$ cat src/rtl/vc_arbiter_if.sv
// Bundle of the VC FIFO pop side and destination FIFO push side seen by vc_arbiter.
// The arbiter uses the master modport; the FIFO environment uses the slave modport.
interface vc_arbiter_if #(
  parameter int DATA_WIDTH = 6
);
  logic                  vc0_empty;
  logic                  vc0_almost_empty;
  logic [DATA_WIDTH-1:0] vc0_data;
  logic                  vc1_empty;
  logic                  vc1_almost_empty;
  logic [DATA_WIDTH-1:0] vc1_data;
  logic                  d0_almost_full;
  logic                  d1_almost_full;
  logic                  vc0_pop;
  logic                  vc1_pop;
  logic                  d0_push;
  logic                  d1_push;
  logic [DATA_WIDTH-1:0] d0_data;
  logic [DATA_WIDTH-1:0] d1_data;

  modport master (
    input  vc0_empty, vc0_almost_empty, vc0_data,
    input  vc1_empty, vc1_almost_empty, vc1_data,
    input  d0_almost_full, d1_almost_full,
    output vc0_pop, vc1_pop, d0_push, d1_push, d0_data, d1_data
  );

  modport slave (
    output vc0_empty, vc0_almost_empty, vc0_data,
    output vc1_empty, vc1_almost_empty, vc1_data,
    output d0_almost_full, d1_almost_full,
    input  vc0_pop, vc1_pop, d0_push, d1_push, d0_data, d1_data
  );
endinterface

$ cat src/rtl/vc_arbiter.sv
// Weighted round-robin scheduler popping two VC FIFOs and routing each popped word
// to destination FIFO D0 or D1 by one bit of the word, two cycles after its pop.
module vc_arbiter #(
  parameter int data_width = 6,
  parameter int WEIGHT0    = 3,
  parameter int WEIGHT1    = 1,
  parameter int DEST_BIT   = 4
) (
  input  logic         clk,
  input  logic         rst_n,
  input  logic         enable_i,
  output logic         idle_o,
  vc_arbiter_if.master bus
);
  localparam logic [2:0] W0 = 3'(WEIGHT0);
  localparam logic [2:0] W1 = 3'(WEIGHT1);

  logic                  vc0_pop_q, vc1_pop_q, vc0_pop_d, vc1_pop_d;
  logic                  cur_q, cur_d;
  logic [2:0]            cnt_q, cnt_d;
  logic                  valid1_q, src1_q;
  logic                  d0_push_q, d1_push_q, d0_push_d, d1_push_d;
  logic [data_width-1:0] d0_data_q, d1_data_q, d0_data_d, d1_data_d;

  logic                  paused, elig0, elig1, cur_elig, oth_elig;
  logic [2:0]            weight;
  logic                  grant_v, grant_sel;
  logic [data_width-1:0] word;
  logic                  to_d1;

  // A FIFO whose last word is being popped this cycle must not be popped again.
  always_comb begin
    paused   = bus.d0_almost_full | bus.d1_almost_full;
    elig0    = enable_i & ~paused & ~(bus.vc0_empty | (vc0_pop_q & bus.vc0_almost_empty));
    elig1    = enable_i & ~paused & ~(bus.vc1_empty | (vc1_pop_q & bus.vc1_almost_empty));
    cur_elig = cur_q ? elig1 : elig0;
    oth_elig = cur_q ? elig0 : elig1;
    weight   = cur_q ? W1 : W0;

    cur_d     = cur_q;
    cnt_d     = cnt_q;
    grant_v   = 1'b0;
    grant_sel = cur_q;
    if (cur_elig && ((cnt_q < weight) || !oth_elig)) begin
      grant_v = 1'b1;
      cnt_d   = (cnt_q == 3'd7) ? 3'd7 : cnt_q + 3'd1;
    end else if (oth_elig) begin
      grant_v   = 1'b1;
      grant_sel = ~cur_q;
      cur_d     = ~cur_q;
      cnt_d     = 3'd1;
    end
    vc0_pop_d = grant_v & ~grant_sel;
    vc1_pop_d = grant_v & grant_sel;
  end

  // Stage 2: the FIFO read data for the word popped two cycles ago is valid now.
  always_comb begin
    word      = src1_q ? bus.vc1_data : bus.vc0_data;
    to_d1     = word[DEST_BIT];
    d0_push_d = valid1_q & ~to_d1;
    d1_push_d = valid1_q & to_d1;
    d0_data_d = d0_push_d ? word : d0_data_q;
    d1_data_d = d1_push_d ? word : d1_data_q;
  end

  always_ff @(posedge clk or negedge rst_n) begin
    if (!rst_n) begin
      vc0_pop_q <= 1'b0;
      vc1_pop_q <= 1'b0;
      cur_q     <= 1'b0;
      cnt_q     <= 3'd0;
      valid1_q  <= 1'b0;
      src1_q    <= 1'b0;
      d0_push_q <= 1'b0;
      d1_push_q <= 1'b0;
      d0_data_q <= '0;
      d1_data_q <= '0;
    end else begin
      vc0_pop_q <= vc0_pop_d;
      vc1_pop_q <= vc1_pop_d;
      cur_q     <= cur_d;
      cnt_q     <= cnt_d;
      valid1_q  <= vc0_pop_q | vc1_pop_q;
      src1_q    <= vc1_pop_q;
      d0_push_q <= d0_push_d;
      d1_push_q <= d1_push_d;
      d0_data_q <= d0_data_d;
      d1_data_q <= d1_data_d;
    end
  end

  assign bus.vc0_pop = vc0_pop_q;
  assign bus.vc1_pop = vc1_pop_q;
  assign bus.d0_push = d0_push_q;
  assign bus.d1_push = d1_push_q;
  assign bus.d0_data = d0_data_q;
  assign bus.d1_data = d1_data_q;

  assign idle_o = ~(vc0_pop_q | vc1_pop_q | valid1_q | d0_push_q | d1_push_q)
                  & bus.vc0_empty & bus.vc1_empty;
endmodule

$ cat src/flat_wrapper.sv
// flat-port wrapper written by rule: the top's interface ports become plain ports
module vc_arbiter_flat 
#(
  parameter int data_width = 6,
  parameter int WEIGHT0    = 3,
  parameter int WEIGHT1    = 1,
  parameter int DEST_BIT   = 4
)
  (clk, rst_n, enable_i, idle_o, bus_vc0_empty, bus_vc0_almost_empty, bus_vc0_data, bus_vc1_empty, bus_vc1_almost_empty, bus_vc1_data, bus_d0_almost_full, bus_d1_almost_full, bus_vc0_pop, bus_vc1_pop, bus_d0_push, bus_d1_push, bus_d0_data, bus_d1_data);
  vc_arbiter_if #(.DATA_WIDTH(6)) bus_i ();
  input  logic clk;
  input  logic rst_n;
  input  logic enable_i;
  output logic idle_o;
  input wire logic [$bits(bus_i.vc0_empty)-1:0] bus_vc0_empty;
  input wire logic [$bits(bus_i.vc0_almost_empty)-1:0] bus_vc0_almost_empty;
  input wire logic [$bits(bus_i.vc0_data)-1:0] bus_vc0_data;
  input wire logic [$bits(bus_i.vc1_empty)-1:0] bus_vc1_empty;
  input wire logic [$bits(bus_i.vc1_almost_empty)-1:0] bus_vc1_almost_empty;
  input wire logic [$bits(bus_i.vc1_data)-1:0] bus_vc1_data;
  input wire logic [$bits(bus_i.d0_almost_full)-1:0] bus_d0_almost_full;
  input wire logic [$bits(bus_i.d1_almost_full)-1:0] bus_d1_almost_full;
  output wire logic [$bits(bus_i.vc0_pop)-1:0] bus_vc0_pop;
  output wire logic [$bits(bus_i.vc1_pop)-1:0] bus_vc1_pop;
  output wire logic [$bits(bus_i.d0_push)-1:0] bus_d0_push;
  output wire logic [$bits(bus_i.d1_push)-1:0] bus_d1_push;
  output wire logic [$bits(bus_i.d0_data)-1:0] bus_d0_data;
  output wire logic [$bits(bus_i.d1_data)-1:0] bus_d1_data;
  assign bus_i.vc0_empty = bus_vc0_empty;
  assign bus_i.vc0_almost_empty = bus_vc0_almost_empty;
  assign bus_i.vc0_data = bus_vc0_data;
  assign bus_i.vc1_empty = bus_vc1_empty;
  assign bus_i.vc1_almost_empty = bus_vc1_almost_empty;
  assign bus_i.vc1_data = bus_vc1_data;
  assign bus_i.d0_almost_full = bus_d0_almost_full;
  assign bus_i.d1_almost_full = bus_d1_almost_full;
  assign bus_vc0_pop = bus_i.vc0_pop;
  assign bus_vc1_pop = bus_i.vc1_pop;
  assign bus_d0_push = bus_i.d0_push;
  assign bus_d1_push = bus_i.d1_push;
  assign bus_d0_data = bus_i.d0_data;
  assign bus_d1_data = bus_i.d1_data;
  vc_arbiter #(.data_width(data_width), .WEIGHT0(WEIGHT0), .WEIGHT1(WEIGHT1), .DEST_BIT(DEST_BIT)) u_core (.clk(clk), .rst_n(rst_n), .enable_i(enable_i), .idle_o(idle_o), .bus(bus_i));
endmodule
$ cat config.mk
export PLATFORM = sky130hd
export DESIGN_NAME = vc_arbiter_flat
export DESIGN_NICKNAME = d
export VERILOG_FILES = /design/src/rtl/vc_arbiter_if.sv /design/src/rtl/vc_arbiter.sv /design/src/flat_wrapper.sv
export SDC_FILE = /design/constraint.sdc
export NUM_CORES = 1
export LEC_CHECK = 0
export ABC_AREA = 1
export CORE_MARGIN = 4
export CORE_UTILIZATION = 39
export CTS_CLUSTER_SIZE = 28
export DETAILED_ROUTE_END_ITERATION = 6
export PLACE_DENSITY = 0.76
export SLEW_MARGIN = 10
export SYNTH_ARGS = -nofsm -noshare
export SYNTH_HDL_FRONTEND = slang
export SYNTH_SLANG_ARGS = --single-unit
$ cat constraint.sdc
create_clock -name clk -period 1.25 [get_ports clk]
set_input_delay 0.25 -clock clk [delete_from_list [all_inputs] [get_ports clk]]
set_output_delay 0.25 -clock clk [all_outputs]
set_load 0.005 [all_outputs]
==> out/qor.yml <==
status: "finished, violations left"
violations: "setup timing"
r2r_end: "u_core.bus.vc0_pop"
drive_above_1_share: 0.348
relSlewSlack: 0.809
combPwrFrac: 0.462
regArea_um2: 551
ys_warn_count: 0
min_period_ns: 1.48
dp_hpwl_um: 2070
period_share: 1.18
layout.cells.non_filler: 211
critPathCaptureType: "primary output"
cts_sinks: 22
grt_first_pass_wirelength_um: 4140
viasPerCell: 4.66
ant_nets: 0
synth_seq_cells: 22
synth_top_cell_by_area: "dfrtp_1"
htree_num_levels: 1
critPathKind: "flop to primary output"
peakVddDrop_uv: 1150
cellPowerDensity_mw_per_mm2: 1600
post-place-cells: 195
min_path_type: "input pin to asynchronous set/reset pin"
setup_tns_ns: -1.11
hold_viol: 0
hold_buffers: 0
wire_per_inst_um: 13.0
synth_cells: 118
grt_use_total: 0.152
critPathMaxStageDelay_ns: 0.40
startpoint_type: "flop"
rows: 18
gp_congestion: 0.746
nNetsFinal: 205
slew_viol_final: 0
num_vias: 984
ys_top_cells_by_area: "dfrtp_1 (52%), nand2_1 (16%), mux2_2 (5.3%), inv_1 (3.5%), nor2_4 (3.2%)"
switching_share: 0.334
drt_iter0_markers: 17
layout_commonest_cell: "nand2_1"
r2r_slack_ns: -0.16
syn-num-nets: 141
yosys.area.top_type_share: 0.518
yosysUniqueCellTypes: 23
cts_buffer_depth: 2
cp_num_buf_inv: 2
worstPathArrival_ns: 1.23
multiInputGateArea_um2: 502
dr.pass1.iters: 2
power_mw: 2.73
boundaryPins: 38
n_antenna_cell: 0
syn2layout_area_growth_pct: 60.0
pwr-share-seq: 0.396
slowest_stage: "dfrtp_1"
p_sw_mw: 0.910
die-area_mm2: 0.00363
drc: 0
cts_root_buffer: "clkbuf_4"
setup_viol: 8
p_int_mw: 1.82
r2r_cells: 11
portBuffers: 37
async_reset_ff_frac: 1.00
p_leak_nw: 0.854
initial_utilization: 0.418
clock_latency_ns: 0.30
fp.dieH_um: 60.2
synth_area_per_cell_um2: 9.01
core_area_mm2: 0.00254
worstMarginPinSlew_ns: 0.286
max_freq_mhz: 676
setup_slack_ns: -0.229
antenna_found_initial: 0
rsz0062_at_grt: "true"
cts_buffers: 3
nFillCells: 210
holdWs_ns: 0.274
grt_pass1_vias: 987
syn_area_mm2: 0.00106
grt_max_degree: 23
grt_overflow: 0
ys.flop_type: "dfrtp_1"
tritoncts: "done"
reg2reg_from: "u_core.bus.vc0_pop"
path_cells: "inv_1, nand4_1, nor4_2, buf_2"
crit_family: "flip-flops"
ys_seq_area_frac: 0.518
fp.dieW_um: 60.2
drv_cap: 0
worst-endpoint-required_ns: 1.00
wl_um: 2740
synth-edff-count: 0
final_cell_mix: "nand2_1 (41), buf_4 (22), dfrtp_1 (22)"
clockPowerShare: 0.142
fin_util: 0.669
clk_pin_slew_worst_paths_ns: 0.12
skew_ns: 0.00719
cp_max_fo: 2
## worst max-delay path by stage
| stage | from | endpoint | slack (ns) | cells after the start |
|---|---|---|---|---|
| 2_1_floorplan | u_core.cur_q | u_core.bus.vc0_pop | 0.03 | 8 |
| 3_3_place_gp | bus_vc1_empty | idle_o | -0.51 | 4 |
| 3_5_place_dp | bus_vc1_empty | idle_o | -0.64 | 4 |
| 4_1_cts | u_core.bus.vc0_pop | idle_o | -0.29 | 4 |
| 5_1_grt | u_core.bus.vc0_pop | idle_o | -0.29 | 4 |
| 6_report | u_core.bus.vc0_pop | idle_o | -0.23 | 4 |
## power groups by stage
stage | clock network, mW | logic (mW) | registers, mW
global route | 0.421 | 1.40 | 1.11
floorplan | 0 | 0.469 | 1.10
CTS | 0.397 | 1.13 | 1.07
global placement | 0 | 1.07 | 1.07
finish | 0.388 | 1.26 | 1.08
detailed placement | 0 | 1.13 | 1.09
## stage by stage
stage / worst slack, ns / area, µm²
2_1_floorplan: 0.0286 / 1060
3_3_place_gp: -0.513 / 1540
3_5_place_dp: -0.637 / 1540
4_1_cts: -0.286 / 1620
5_1_grt: -0.287 / 1700
6_report: -0.229 / 1700
## routing by layer
layer,share of wire,global-route usage,vias up
met5,0,0,-
met2,0.54,0.293,28
met3,0.087,0.0367,4
met1,0.36,0.162,459
met4,0.011,0.0380,0
li1,-,-,493
## worst register-to-register path: stages, from the launching register on
cell	delay, ns
dfrtp_1	0.40
buf_4	0.13
buf_4	0.13
nand2_2	0.06
nand2_2	0.06
nor2_4	0.12
nand2_1	0.08
nand2_2	0.10
nand2_4	0.09
nand2_2	0.07
nand2_2	0.05
nor2_2	0.07
## cell usage after synthesis, types with 2 or more instances
library cell	count
nand3_1	2
a21oi_1	2
inv_2	2
nor2_1	4
inv_1	10
mux2_2	5
nor2_2	3
nor2_4	3
nand2_1	46
dfrtp_1	22
ha_1	2
nand2_2	4
o21ai_0	3
## state kept, by name, summed over array words and instances (netlist names)
name,cells
u_core.bus.d0_data,6
u_core.bus.d1_data,6
u_core.cnt_q,3
u_core.bus.d0_push,1
u_core.bus.d1_push,1
u_core.bus.vc0_pop,1
u_core.bus.vc1_pop,1
u_core.cur_q,1
u_core.src1_q,1
u_core.valid1_q,1
## cells by family (layout without fill, tap and decap cells)
logic type / count (synthesis) / after routing / share of synthesized area
fa+ha+maj: 2 / 2 / 0.0235
flops: 22 / 22 / 0.518
simple gates: 67 / 67 / 0.296
mux: 5 / 5 / 0.0529
compound gates: 9 / 9 / 0.0565
buf+inv: 13 / 76 / 0.0529
## repair_timing
item / CTS / global route
pin swaps: 7 / 3
setup buffers: 8 / 6
endpoints found under the setup margin: 23 / 21
resized for setup: 36 / 17
## layout make-up
class | count | share of cell area
sequential | 22 | 0.324
timing repair buffer | 60 | 0.312
multi-input combinational | 83 | 0.295
inverter | 12 | 0.0265
tap | 30 | 0.0221
clock buffer | 4 | 0.0213
Power figures use the tool's default switching activity.
==> variant (same settings) <==
Take the reset off `d0_data_q` and `d1_data_q` and load them in a clocked block of their own.
--- a/src/rtl/vc_arbiter.sv
+++ b/src/rtl/vc_arbiter.sv
@@ -74,8 +74,6 @@
       src1_q    <= 1'b0;
       d0_push_q <= 1'b0;
       d1_push_q <= 1'b0;
-      d0_data_q <= '0;
-      d1_data_q <= '0;
     end else begin
       vc0_pop_q <= vc0_pop_d;
       vc1_pop_q <= vc1_pop_d;
@@ -85,9 +83,12 @@
       src1_q    <= vc1_pop_q;
       d0_push_q <= d0_push_d;
       d1_push_q <= d1_push_d;
-      d0_data_q <= d0_data_d;
-      d1_data_q <= d1_data_d;
     end
+  end
+
+  always_ff @(posedge clk) begin
+    d0_data_q <= d0_data_d;
+    d1_data_q <= d1_data_d;
   end
 
   assign bus.vc0_pop = vc0_pop_q;
Behaviour: differs if rst_n is asserted again (counterexample within 4 cycles, from zero or initial values and one cycle with rst_n low); with rst_n held inactive, the same outputs for 10 cycles.
==> variant against the original RTL <==
The run still ends with setup timing left. Global-route usage is 1.1 points lower. First-iteration DRC count is 88% lower. Cell count is 18% lower. Die area is 8.2% lower. Area after synthesis is 9.4% lower. Total power is 27% lower. Synthesized cell count is 30% lower. Register-to-register slack worse by 0.04 ns. Sequential cell count stayed put. Cell area is 6.0% lower. Sequential power is 14% lower. Routed wire length is 15% lower. Clock skew is 0.00072 ns lower. Worst setup slack better by 0.031 ns. Critical path type is now flop to flop.
==> variant: results <==
[logic_synthesis]
synth_common_cells = nand2_1 (15), edfxtp_1 (12), dfrtp_1 (10)
syn_avg_cell_area_um2 = 11.6
ys_dominant_reg_cell = edfxtp_1
yosysUniqueCellTypes = 21
synthArstFlopShare_pct = 45.5
synth_edf_count = 12
synthTopCellsByArea = edfxtp_1 (37%), dfrtp_1 (26%), mux2_2 (5.8%)
synth_seq_area_share_pct = 63.4

[worst_setup_path]
crit_arrival_ns = 1.69
r2r_start = u_core.bus.vc1_pop$_DFF_PN0_
path_max_fanout = 5
r2r_slack_ns = -0.20

[placed_design]
dp.cells = 160
dp_slack_ns = -0.562
gp_congestion = 0.671
hpwl_um = 1690
place_area_um2 = 1480

[status]
violations = setup timing
status = finished, violations left

[cts]
numCtsBuffers = 3

[sta]
timing.final.ws_setup_ns = -0.198
setup_violations = 8
fin_tns_setup_ns = -1.31
fin_worst_skew_ns = 0.00647
worst_hold_slack_ns = 0.258

[power_and_ir_drop]
peakVddDrop_uv = 846
p_leak_nw = 0.707

[routing]
totalWireLength_um = 2320
vias = 802
drtIter0Drc = 2
firstDrtPassIters = 2

[global_routing]
grt_pass1_vias = 827
grt_max_degree = 13
grt_usage_pct = 14.1
grt_pass1_wl_um = 3550

[cells_and_area]
final_cells = 172
drive_gt1_share_pct = 43.8
variant: power by group:
part	switching [mW]	internal, mW
Sequential	0.0621	0.871
Combinational	0.365	0.389
Clock	0.200	0.116
variant: cells by family after synthesis:
family          count (synthesis)  share of synthesized area (%)
mux                             5                           5.84
buf+inv                        10                           3.90
compound gates                  9                           5.84
simple gates                   35                           18.4
flops                          22                           63.4
fa+ha+maj                       2                           2.60
variant: per-layer routing:
layer	track usage, %	routed length, um
met5	0	0
met3	3.79	158
met1	14.4	843
met4	4.97	14
met2	26.9	1300
variant: timing repair:
action,4_1_cts,5_1_grt
gates resized for setup,42,17
setup buffers,6,3
endpoints found under the setup margin,27,18
pin swaps,10,16
variant: worst max path at each step:
stage,from,cells after the start,slack (ns),endpoint
global placement,bus_vc1_empty,4,-0.52,idle_o
finish,u_core.bus.vc1_pop$_DFF_PN0_,11,-0.20,u_core.bus.vc0_pop$_DFF_PN0_
detailed placement,bus_vc1_empty,4,-0.56,idle_o
global route,u_core.bus.vc1_pop$_DFF_PN0_,11,-0.29,u_core.bus.vc0_pop$_DFF_PN0_
floorplan,u_core.cur_q$_DFF_PN0_,8,0.03,u_core.bus.vc0_pop$_DFF_PN0_
CTS,u_core.bus.vc1_pop$_DFF_PN0_,4,-0.26,idle_o
variant: layout make-up:
type / instances / area (um^2)
clock inverter: 1 / 3.75
clock buffer: 3 / 22.5
timing repair buffer: 58 / 495
multi-input combinational: 51 / 398
tap: 28 / 35.0
fill: 174 / 677
inverter: 9 / 33.8
sequential: 22 / 611
variant: critical path: cells and delay by family (launching register included):
kind	cells	cell delay (ns)
buffers and inverters	2	0.25
AND/OR/NAND/NOR	9	0.72
flip-flops	1	0.41
